==> src/rtl/video_timing_gen.sv <==
`default_nettype none
// ============================================================================
// video_timing_gen : raster timing generator (HSYNC/VSYNC/DE, X/Y, frame count)
// Revision: 1.0
// ============================================================================
module video_timing_gen #(
  parameter int H_ACTIVE = 640,
  parameter int H_FP     = 16,
  parameter int H_SYNC   = 96,
  parameter int H_BP     = 48,
  parameter int V_ACTIVE = 480,
  parameter int V_FP     = 10,
  parameter int V_SYNC   = 2,
  parameter int V_BP     = 33,
  parameter bit HS_POL   = 1'b0,
  parameter bit VS_POL   = 1'b0,
  parameter int CW       = 12
) (
  input  logic          PCLK,
  input  logic          RESET,
  input  logic          EN,
  output logic          HSYNC,
  output logic          VSYNC,
  output logic          DE,
  output logic [CW-1:0] X,
  output logic [CW-1:0] Y,
  output logic          LINE_START,
  output logic          FRAME_START,
  output logic [15:0]   FRAME_CNT
);

  localparam int H_TOTAL = H_ACTIVE + H_FP + H_SYNC + H_BP;
  localparam int V_TOTAL = V_ACTIVE + V_FP + V_SYNC + V_BP;

  // Thresholds carry one extra bit so a total of exactly 2^CW still compares correctly.
  localparam logic [CW:0] C_H_LAST = (CW+1)'(H_TOTAL - 1);
  localparam logic [CW:0] C_V_LAST = (CW+1)'(V_TOTAL - 1);
  localparam logic [CW:0] C_H_ACT  = (CW+1)'(H_ACTIVE);
  localparam logic [CW:0] C_V_ACT  = (CW+1)'(V_ACTIVE);
  localparam logic [CW:0] C_HS_BEG = (CW+1)'(H_ACTIVE + H_FP);
  localparam logic [CW:0] C_HS_END = (CW+1)'(H_ACTIVE + H_FP + H_SYNC);
  localparam logic [CW:0] C_VS_BEG = (CW+1)'(V_ACTIVE + V_FP);
  localparam logic [CW:0] C_VS_END = (CW+1)'(V_ACTIVE + V_FP + V_SYNC);

  typedef enum logic [0:0] {
    ST_IDLE = 1'b0,
    ST_RUN  = 1'b1
  } state_t;

  state_t        state_q, state_d;
  logic [CW-1:0] x_q, x_d;
  logic [CW-1:0] y_q, y_d;
  logic [15:0]   fcnt_q, fcnt_d;
  logic          de_q, de_d;
  logic          hs_q, hs_d;
  logic          vs_q, vs_d;
  logic          ls_q, ls_d;
  logic          fs_q, fs_d;
  logic          run_d;
  logic [CW:0]   x_ext_d;
  logic [CW:0]   y_ext_d;

  always_comb begin
    state_d = state_q;
    x_d     = x_q;
    y_d     = y_q;
    fcnt_d  = fcnt_q;

    if (!EN) begin
      state_d = ST_IDLE;
      x_d     = '0;
      y_d     = '0;
    end else if (state_q == ST_IDLE) begin
      state_d = ST_RUN;
      x_d     = '0;
      y_d     = '0;
    end else if ({1'b0, x_q} == C_H_LAST) begin
      x_d = '0;
      if ({1'b0, y_q} == C_V_LAST) begin
        y_d    = '0;
        fcnt_d = fcnt_q + 16'd1;
      end else begin
        y_d = y_q + CW'(1);
      end
    end else begin
      x_d = x_q + CW'(1);
    end

    // Outputs are decoded from the next position so they register alongside X/Y.
    run_d   = (state_d == ST_RUN);
    x_ext_d = {1'b0, x_d};
    y_ext_d = {1'b0, y_d};
    de_d    = run_d && (x_ext_d < C_H_ACT) && (y_ext_d < C_V_ACT);
    hs_d    = (run_d && (x_ext_d >= C_HS_BEG) && (x_ext_d < C_HS_END)) ? HS_POL : ~HS_POL;
    vs_d    = (run_d && (y_ext_d >= C_VS_BEG) && (y_ext_d < C_VS_END)) ? VS_POL : ~VS_POL;
    ls_d    = run_d && (x_d == '0);
    fs_d    = ls_d && (y_d == '0);
  end

  always_ff @(posedge PCLK or posedge RESET) begin
    if (RESET) begin
      state_q <= ST_IDLE;
      x_q     <= '0;
      y_q     <= '0;
      fcnt_q  <= '0;
      de_q    <= 1'b0;
      hs_q    <= ~HS_POL;
      vs_q    <= ~VS_POL;
      ls_q    <= 1'b0;
      fs_q    <= 1'b0;
    end else begin
      state_q <= state_d;
      x_q     <= x_d;
      y_q     <= y_d;
      fcnt_q  <= fcnt_d;
      de_q    <= de_d;
      hs_q    <= hs_d;
      vs_q    <= vs_d;
      ls_q    <= ls_d;
      fs_q    <= fs_d;
    end
  end

  assign HSYNC       = hs_q;
  assign VSYNC       = vs_q;
  assign DE          = de_q;
  assign X           = x_q;
  assign Y           = y_q;
  assign LINE_START  = ls_q;
  assign FRAME_START = fs_q;
  assign FRAME_CNT   = fcnt_q;

endmodule
`default_nettype wire

==> config.mk <==
export PLATFORM = sky130hd
export DESIGN_NAME = video_timing_gen
export DESIGN_NICKNAME = d
export VERILOG_FILES = /design/src/rtl/video_timing_gen.sv
export SDC_FILE = /design/constraint.sdc
export NUM_CORES = 1
export LEC_CHECK = 0
export CORE_MARGIN = 2
export CORE_UTILIZATION = 45
export CTS_CLUSTER_DIAMETER = 50
export CTS_CLUSTER_SIZE = 20
export DETAILED_ROUTE_END_ITERATION = 10
export PLACE_DENSITY = 0.71
export SYNTH_ARGS = -nofsm -noshare
export SYNTH_HDL_FRONTEND = slang
export SYNTH_SLANG_ARGS = --single-unit
==> constraint.sdc <==
create_clock -name PCLK -period 3.8 [get_ports PCLK]
set_input_delay 0.76 -clock PCLK [delete_from_list [all_inputs] [get_ports PCLK]]
set_output_delay 0.76 -clock PCLK [all_outputs]
set_load 0.1 [all_outputs]
==> out/metrics.cfg, run 1 <==
[run_status]
status=finished, final reports clean

[logic_synthesis]
yosysMostFrequentCell=dfrtp_1
synth_commonest_cells=44 x dfrtp_1, 32 x nor2_1, 16 x xor2_1
avgSynthCellArea_um2=10.2
synth-simple-area-share=0.271
synthAdderAreaFrac=0.0194
synth_area_um2=2580
async_flop_share=1.00
yosysTopAreaCellShare=0.426
synth_edf_count=0
synth_cell_types=54
synthTopCellsByArea=dfrtp_1 43%, xor2_1 5.4%, xnor2_1 5.1%
synthMuxAreaShare=0.0160
syn_inst=253
synth_compound_area_frac=0.0940
synth_seq_cells=46
synth_xor_area_frac=0.111
yosys_warnings=0
yosysSeqAreaShare=0.447
yosysTopAreaCell=dfrtp_1
syn_nets=260
synth_top_family_by_area=simple AND/OR/NAND/NOR gates
synth-main-ff-cell=dfrtp_1

[power]
combPwrFrac=0.065
p_sw_w=0.000220
powerDensity_nw_per_um2=275
ir_worst_vdd_mv=0.152
p_int_w=0.000651
p_leak_nw=1.36
pwr-share-seq=0.569
power.share.switching=0.252
power_frac_clock=0.367
power_w=0.000871

[sta]
fin_crit_ns=2.86
fmax_mhz=350
hold_violations=0
slew_viol_final=0
max_slew_margin=0.350
tightest_slew_ns=0.972
holdWs_ns=0.479
tns_ns=0
finalCritPeriodShare=0.752
setup_violations=0
rsz0062_at_grt=no
finClkSkew_ns=0.00714

[detailed_routing]
ant_nets=0
drt_wl_total_mm=5.75
vias=2039
dr.pass1.iters=4
drc=0
first_iter_violations=98
vias_per_cell=5.54
avgRoutedWirePerCell_um=15.6

[grt]
antenna_found_initial=0
grt_max_degree=47
track_usage=0.196
grt_overflow=0
grt_pass1_vias=1972
grt_pass1_wl_mm=9.83

[cts]
root_buffer=clkbuf_8
clkSlewWorstSetupHoldPaths_ns=0.09
hold_buffers=0
clock_latency_ns=0.30
cts_made_buffers=5
cts.sinks=46
cts_max_level=2
cts_tree=done
post_cts_buffers=0
cts_resized=0
cts_buffer_depth=2

[layout]
antenna_cells=0
fin_nets=302
drive_gt1_frac=0.108
post-route-cell-area_um2=3170
syn_to_final_growth_pct=22.7
final_core_util=0.572
fill_cells=501

[floorplanning]
die_x_um=79.8
ios=48
core-area_um2=5540
dieArea_um2=6360
die_h_um=79.8
initial_core_util=0.466
rows=27

[setup_path]
critPathTopFamily=buffers and inverters
reg2reg_from=X[0]
max_stage_delay_ns=1.21
critPathCaptureType=primary output
crit_start=X[5]
path_cells=clkdlybuf4s50_1
critical_path.max_fanout=11
slowest_stage=clkdlybuf4s50_1
startpoint_type=register
arrival_ns=2.10
crit_type=reg -> out
rr_worst_depth=7
crit_cells=1
critical_path_required_ns=3.04
critPathBufInv=1

[placement]
place.gp.congestion=0.854
hpwl_mm=3.99
placed_area_um2=3070
port_buffers=47

[hold_path]
hp-class=reg -> reg
worstHoldPathCells=1
holdCritStartpoint=FRAME_CNT[15]

[flow_run]
cap_viol_max_count=0

power by group through the flow:
stage	Clock, W	Sequential, W	Combinational (W)
after floorplan	0	0.000526	0.0000206
after global placement	0	0.000505	0.0000572
after detailed placement	0	0.000505	0.0000573
after CTS	0.000331	0.000495	0.0000574
after global routing	0.000352	0.000496	0.0000605
final	0.000319	0.000495	0.0000565
path summary, 6_finish.rpt:
check                                      to  slack [ns]
max in group asynchronous                  DE        2.22
min in group asynchronous                X[2]        1.00
worst min register to register  FRAME_CNT[15]        0.48
worst max-delay path                     X[5]        0.94
worst max register to register    FRAME_START        0.95
worst min-delay path            FRAME_CNT[15]        0.48
logic make-up after synthesis:
family          count (synthesis)
fa+ha+maj                       4
compound gates                 31
xor+xnor                       32
flops                          46
buf+inv                        23
simple gates                  113
mux                             4
sequential cells by signal, indices dropped and copies added (netlist names):
name / cells
X: 12
FRAME_START: 1
Y: 12
state_q: 1
DE: 1
LINE_START: 1
FRAME_CNT: 16
HSYNC: 1
VSYNC: 1
cell type report:
type | instances | area [um2] | area share
tap | 72 | 90.1 | 0.0284
inverter | 11 | 41.3 | 0.0130
clock inverter | 2 | 12.5 | 0.00395
sequential | 46 | 1150 | 0.364
clock buffer | 6 | 82.6 | 0.0261
timing repair buffer | 47 | 468 | 0.148
multi-input combinational | 184 | 1320 | 0.417
cell usage in the layout (no fill, tap or decap), drive strengths merged, types with 6 or more instances in the layout:
cell and instances:
nand2 12, dfrtp 44, clkbuf 6, xor2 16, xnor2 16, inv 11, or3 8, nand4 13
a21oi 6, o21ai 6, nand3 12, and4 6, nor3 11, nor2 32, clkdlybuf4s50 46
routing by layer:
| metal | up-vias | share of wire | global-route usage |
|---|---|---|---|
| met5 | - | 0 | 0 |
| met4 | 0 | 0.011 | 0.0627 |
| met3 | 6 | 0.049 | 0.0419 |
| met2 | 68 | 0.47 | 0.295 |
| met1 | 980 | 0.47 | 0.282 |
| li1 | 985 | - | - |
per-stage QoR:
stage / cells / worst slack, ns
3_5_place_dp: 360 / 0.878
6_report: 368 / 0.944
5_1_grt: 368 / 0.760
3_3_place_gp: 360 / 0.929
4_1_cts: 368 / 0.917
2_1_floorplan: 253 / 0.788
Note: power is estimated with default switching activity, not from simulation.
==> run 2: changes to the inputs <==
- PLACE_DENSITY: 0.71 -> 0.74
- clock period: 3.8 -> 2.4 ns (I/O delays scaled with it)
==> run 2 against run 1 <==
Clock power rose by 80%. Via count is 5.8% higher. Register-to-register slack got worse by 0.85 ns. Sequential cell count unchanged. Largest cell class unchanged.
==> out/metrics.cfg, run 2 (synthesized netlist as in run 1, its figures left out) <==
[power]
power_frac_clock=0.393  ; +0.026
power_w=0.00146  ; +68%
powerDensity_nw_per_um2=432  ; +57%
ir_worst_vdd_mv=0.289  ; +91%
power.share.switching=0.233  ; -0.0188
pwr-share-seq=0.537  ; -0.032
combPwrFrac=0.071  ; +0.006
p_sw_w=0.000341  ; +55%
p_int_w=0.00112  ; +72%
p_leak_nw=1.57  ; +16%

[cts]
clock_latency_ns=0.30  ; about the same
root_buffer=clkbuf_8
cts_buffer_depth=2  ; unchanged
cts.sinks=46  ; unchanged
cts_max_level=2  ; unchanged
clkSlewWorstSetupHoldPaths_ns=0.08  ; about the same
cts_made_buffers=5  ; unchanged
cts_tree=done

[sta]
max_slew_margin=0.684  ; +0.334
rsz0062_at_grt=no
holdWs_ns=0.471  ; -0.00734 ns
finalCritPeriodShare=0.956
slew_viol_final=0  ; unchanged
fmax_mhz=436
finClkSkew_ns=0.00686  ; -0.000281 ns
tightest_slew_ns=0.471  ; -0.501 ns
hold_violations=0  ; unchanged
setup_violations=0  ; unchanged
fin_crit_ns=2.30

[layout]
fin_cells=397  ; +7.9%
drive_gt1_frac=0.391  ; +0.283
layout_commonest_cell=buf_4
mostFrequentLayoutCells=72 x buf_4, 29 x nor2_1, 28 x dfrtp_1
fin_nets=331  ; +9.6%
multi_input_area_um2=1360  ; +3.2%
post-route-cell-area_um2=3390  ; +6.9%
ff_latch_area_um2=1190  ; +3.3%
syn_to_final_growth_pct=31.2
antenna_cells=0  ; unchanged
largest_reg_flops=16  ; unchanged
fill_cells=502  ; +0.20%

[setup_path]
critPathCaptureType=register
slowest_stage=dfrtp_4
critical_path_required_ns=2.61  ; -0.43 ns
rr_worst_depth=9  ; +2
max_stage_delay_ns=0.47  ; -0.74 ns
arrival_ns=2.51  ; +0.41 ns
startpoint_type=register
critical_path.max_fanout=4  ; -7
path_cells=inv_1 -> ha_1 -> nor4b_4 -> nand4_1 -> o31ai_4 -> buf_6 -> a21oi_2 -> or3_1 -> nor4_2
regToRegSetupSlack_ns=0.10  ; -0.85 ns
reg2reg_from=Y[0]
r2r_end=FRAME_START
crit_type=reg -> reg

[detailed_routing]
drt_wl_total_mm=6.05  ; +5.2%
avgRoutedWirePerCell_um=15.2  ; -2.5%
first_iter_violations=129  ; +32%
vias=2157  ; +5.8%
dr.pass1.iters=4  ; unchanged
ant_nets=0  ; unchanged
drc=0  ; unchanged
vias_per_cell=5.43  ; -1.9%

[hold_path]
hp-class=reg -> reg
hold_path_end=FRAME_CNT[15]
holdCritStartpoint=FRAME_CNT[15]
worstHoldPathCells=1  ; unchanged

[placement]
place.gp.congestion=0.866  ; +1.5%
hpwl_mm=4.58  ; +15%
placed_area_um2=3240  ; +5.5%
placed_cells=387  ; +7.5%
port_buffers=47  ; unchanged

[grt]
grt_pass1_wl_mm=10.1  ; +3.1%
track_usage=0.204  ; +0.00834
antenna_found_initial=0  ; unchanged
grt_overflow=0  ; unchanged
grt_max_degree=28  ; -40%
grt_pass1_vias=2114  ; +7.2%

[floorplanning]
rows=27  ; unchanged
dieArea_um2=6360  ; unchanged
die_x_um=79.8  ; unchanged
core-area_um2=5540  ; unchanged
initial_core_util=0.466  ; unchanged
ios=48  ; unchanged
die_h_um=79.8  ; unchanged

[run_status]
status=finished, final reports clean

[flow_run]
cap_viol_max_count=0  ; unchanged

==> run 2: final cells by class <==
type                       instances  share of cell area
inverter                          11              0.0122
multi-input combinational        184               0.403
sequential                        46               0.352
timing repair buffer              76               0.175
clock inverter                     2              0.0111
tap                               72              0.0266
clock buffer                       6              0.0214
==> run 2: what timing repair did <==
action,CTS,global route
hold buffers,0,0
gates resized for setup,0,5
endpoints found under the setup margin,0,4
setup buffers,0,2
hold endpoints to repair,0,0
==> run 2: worst max-delay path by stage <==
stage	startpoint	endpoint	slack [ns]	cells past startpoint
2_1_floorplan	X[5]	FRAME_CNT[12]	-0.19	7
3_3_place_gp	EN	DE	0.06	8
3_5_place_dp	X[1]	FRAME_START	0.05	8
4_1_cts	X[1]	FRAME_START	0.04	8
5_1_grt	Y[0]	FRAME_START	0.002	9
6_report	Y[0]	FRAME_START	0.10	9
==> run 2: stage by stage <==
| step | util | worst slack (ns) | setup TNS, ns |
|---|---|---|---|
| global route | 0.612 | 0.00229 | 0 |
| finish | 0.612 | 0.104 | 0 |
| detailed placement | 0.585 | 0.0535 | 0 |
| global placement | 0.585 | 0.0566 | 0 |
| CTS | 0.605 | 0.0418 | 0 |
| floorplan | - | -0.192 | -1.09 |
==> run 2: layer usage <==
metal / track usage / vias to the layer above / wire, um
met1: 0.288 / 1058 / 2840
met3: 0.0362 / 11 / 260
li1: - / 1040 / -
met5: 0 / - / 0
met2: 0.312 / 48 / 2830
met4: 0.0831 / 0 / 117
==> run 2: worst max-delay path: cells and delay by family (launching register included) <==
kind            cells  cell delay, ns
flops               1            0.47
buf+inv             2            0.23
simple gates        4            0.98
compound gates      2            0.38
fa+ha+maj           1            0.15
==> run 2: power groups by stage <==
stage               Clock [W]  Combinational, W  Sequential [W]
floorplan                   0         0.0000332        0.000836
global placement            0          0.000100        0.000801
detailed placement          0          0.000101        0.000801
CTS                  0.000593          0.000101        0.000785
global route         0.000620          0.000111        0.000786
finish               0.000575          0.000104        0.000785
==> run 3: changes to the inputs <==
- MAX_ROUTING_LAYER: default -> met4
==> run 3 against run 2 <==
Worst hold slack gained 0.0030 ns. Final cell count grew 1.3%. Setup slack lost 0.13 ns. Sequential share of layout area shrank 0.61 points. Highest routed layer unchanged. Critical path type unchanged. Critical endpoint is now FRAME_CNT[15]. Count of clock-buffer cells in the layout shrank 1. The run now ends with setup timing left. Power shrank 6.0%.
==> out/metrics.cfg, run 3 (synthesized netlist as in run 1, its figures left out) <==
[floorplanning]
die_x_um=79.8  ; unchanged
dieArea_um2=6360  ; unchanged
core-area_um2=5540  ; unchanged
initial_core_util=0.466  ; unchanged
ios=48  ; unchanged
die_h_um=79.8  ; unchanged
rows=27  ; unchanged

[placement]
port_buffers=47  ; unchanged
place.gp.congestion=0.920  ; +6.2%
pre_cts_slack_ns=0.0723  ; +0.0188 ns
hpwl_mm=4.59  ; about the same

[hold_path]
holdCritStartpoint=FRAME_CNT[15]
hp-class=reg -> reg
hold_path_end=FRAME_CNT[15]
worstHoldPathCells=1  ; unchanged

[layout]
fill_cells=489  ; -2.6%
drive_gt1_frac=0.418  ; +0.0274
antenna_cells=0  ; unchanged
ff_latch_area_um2=1190  ; unchanged
fin_nets=336  ; +1.5%
layout_commonest_cell=buf_4
multi_input_area_um2=1400  ; +2.7%
syn_to_final_growth_pct=33.5
largest_reg_flops=16  ; unchanged
mostFrequentLayoutCells=76 x buf_4, 28 x dfrtp_1, 27 x nor2_1

[grt]
track_usage=0.212  ; +0.00723
grt_max_degree=28  ; unchanged
grt_overflow=0  ; unchanged
grt_pass1_wl_mm=10.2  ; +0.20%
grt_pass1_vias=2046  ; -3.2%
antenna_found_initial=0  ; unchanged

[power]
p_sw_w=0.000357  ; +4.5%
combPwrFrac=0.078  ; +0.007
power_w=0.00138  ; -6.0%
ir_worst_vdd_mv=0.288  ; -0.43%
power_frac_clock=0.351  ; -0.042
pwr-share-seq=0.571  ; +0.034
p_int_w=0.00102  ; -9.2%
power.share.switching=0.259  ; +0.0261
p_leak_nw=1.60  ; +1.9%
powerDensity_nw_per_um2=399  ; -7.7%

[sta]
tns_ns=-0.0262  ; -0.0262 ns
hold_violations=0  ; unchanged
setup_violations=1  ; +1
fin_crit_ns=2.43  ; +0.131 ns
layout_setup_ws_ns=-0.0262  ; -0.131 ns
tightest_slew_ns=0.452  ; -0.0188 ns
finalCritPeriodShare=1.01  ; +0.0545
slew_viol_final=0  ; unchanged
finClkSkew_ns=0.00613  ; -0.000735 ns
fmax_mhz=412  ; -5.4%
rsz0062_at_grt=yes
max_slew_margin=0.698  ; +0.0145

[setup_path]
path_cells=inv_4 -> ha_4 -> nor4b_4 -> nand4_1 -> buf_4 -> nor4_4 -> buf_4 -> nand4_4 -> nor3_2 -> xor2_1
critical_path.max_fanout=6  ; +2
regToRegSetupSlack_ns=-0.03  ; -0.13 ns
reg2reg_from=Y[0]
max_stage_delay_ns=0.50  ; +0.03 ns
critical_path_required_ns=2.63  ; +0.02 ns
r2r_end=FRAME_CNT[15]
crit_top_cell=buf_4
crit_type=reg -> reg
critPathCaptureType=register
arrival_ns=2.65  ; +0.14 ns
rr_worst_depth=10  ; +1
slowest_stage=dfrtp_4
startpoint_type=register

[cts]
clock_latency_ns=0.30  ; about the same
clkSlewWorstSetupHoldPaths_ns=0.09  ; about the same
hold_buffers=0  ; unchanged
root_buffer=clkbuf_8
cts_buffer_depth=2  ; unchanged
cts.sinks=46  ; unchanged
cts_tree=done
cts_max_level=2  ; unchanged
cts_made_buffers=5  ; unchanged

[detailed_routing]
drc=0  ; unchanged
drt_wl_total_mm=6.21  ; +2.8%
vias=2159  ; +0.093%
dr.pass1.iters=4  ; unchanged
first_iter_violations=146  ; +13%
vias_per_cell=5.37  ; -1.2%
avgRoutedWirePerCell_um=15.5  ; +1.5%
ant_nets=0  ; unchanged

[run_status]
violations=setup timing
status=finished with violations

[flow_run]
cap_viol_max_count=0  ; unchanged

## run 3: how the worst max path moves through the flow
stage               start             to  slack [ns]
detailed placement   X[1]    FRAME_START        0.07
global placement       EN             DE        0.13
global route         Y[0]  FRAME_CNT[15]       -0.07
floorplan            X[5]  FRAME_CNT[12]       -0.19
finish               Y[0]  FRAME_CNT[15]       -0.03
CTS                  Y[0]    FRAME_START        0.03
## run 3: timing repair
action	CTS	global route
buffers inserted	0	5
setup endpoints to repair	0	12
endpoints found under the hold margin	0	0
gates resized for setup	0	15
## run 3: per-stage QoR
stage	instances	hold slack (ns)	cell area, um2	utilization
3_3_place_gp	389	0.463	3260	0.588
2_1_floorplan	253	0.511	2660	-
5_1_grt	402	0.493	3450	0.622
3_5_place_dp	389	0.468	3260	0.588
6_report	402	0.474	3450	0.622
4_1_cts	397	0.480	3350	0.604
## run 3: power by group through the flow
stage | Combinational (W) | Sequential [W] | Clock (W)
global placement | 0.000100 | 0.000801 | 0
finish | 0.000107 | 0.000785 | 0.000483
detailed placement | 0.000101 | 0.000801 | 0
global route | 0.000115 | 0.000786 | 0.000531
CTS | 0.000101 | 0.000785 | 0.000496
floorplan | 0.0000332 | 0.000836 | 0
## run 3: cell type report
| type | count | area share |
|---|---|---|
| Clock buffer | 5 | 0.0200 |
| Multi-Input combinational cell | 184 | 0.406 |
| Timing Repair Buffer | 81 | 0.184 |
| Sequential cell | 46 | 0.345 |
| Clock inverter | 3 | 0.00617 |
| Inverter | 11 | 0.0127 |
| Tap cell | 72 | 0.0261 |
## run 3: worst max-delay path: cells and delay by family (launching register included)
kind                       cells  cell delay [ns]
and+or+nand+nor                5             1.11
DFF                            1             0.50
buffers and inverters          3             0.47
xor gates and xnor gates       1             0.15
adders and majority gates      1             0.12
## run 3: metal layers
layer | wire [um] | global-route usage | up-vias | part of all wire
met5 | 0 | - | - | 0
met4 | 110 | 0.0627 | 0 | 0.018
met3 | 312 | 0.0328 | 10 | 0.050
met2 | 2970 | 0.323 | 69 | 0.48
met1 | 2820 | 0.295 | 1031 | 0.45
li1 | - | - | 1049 | -
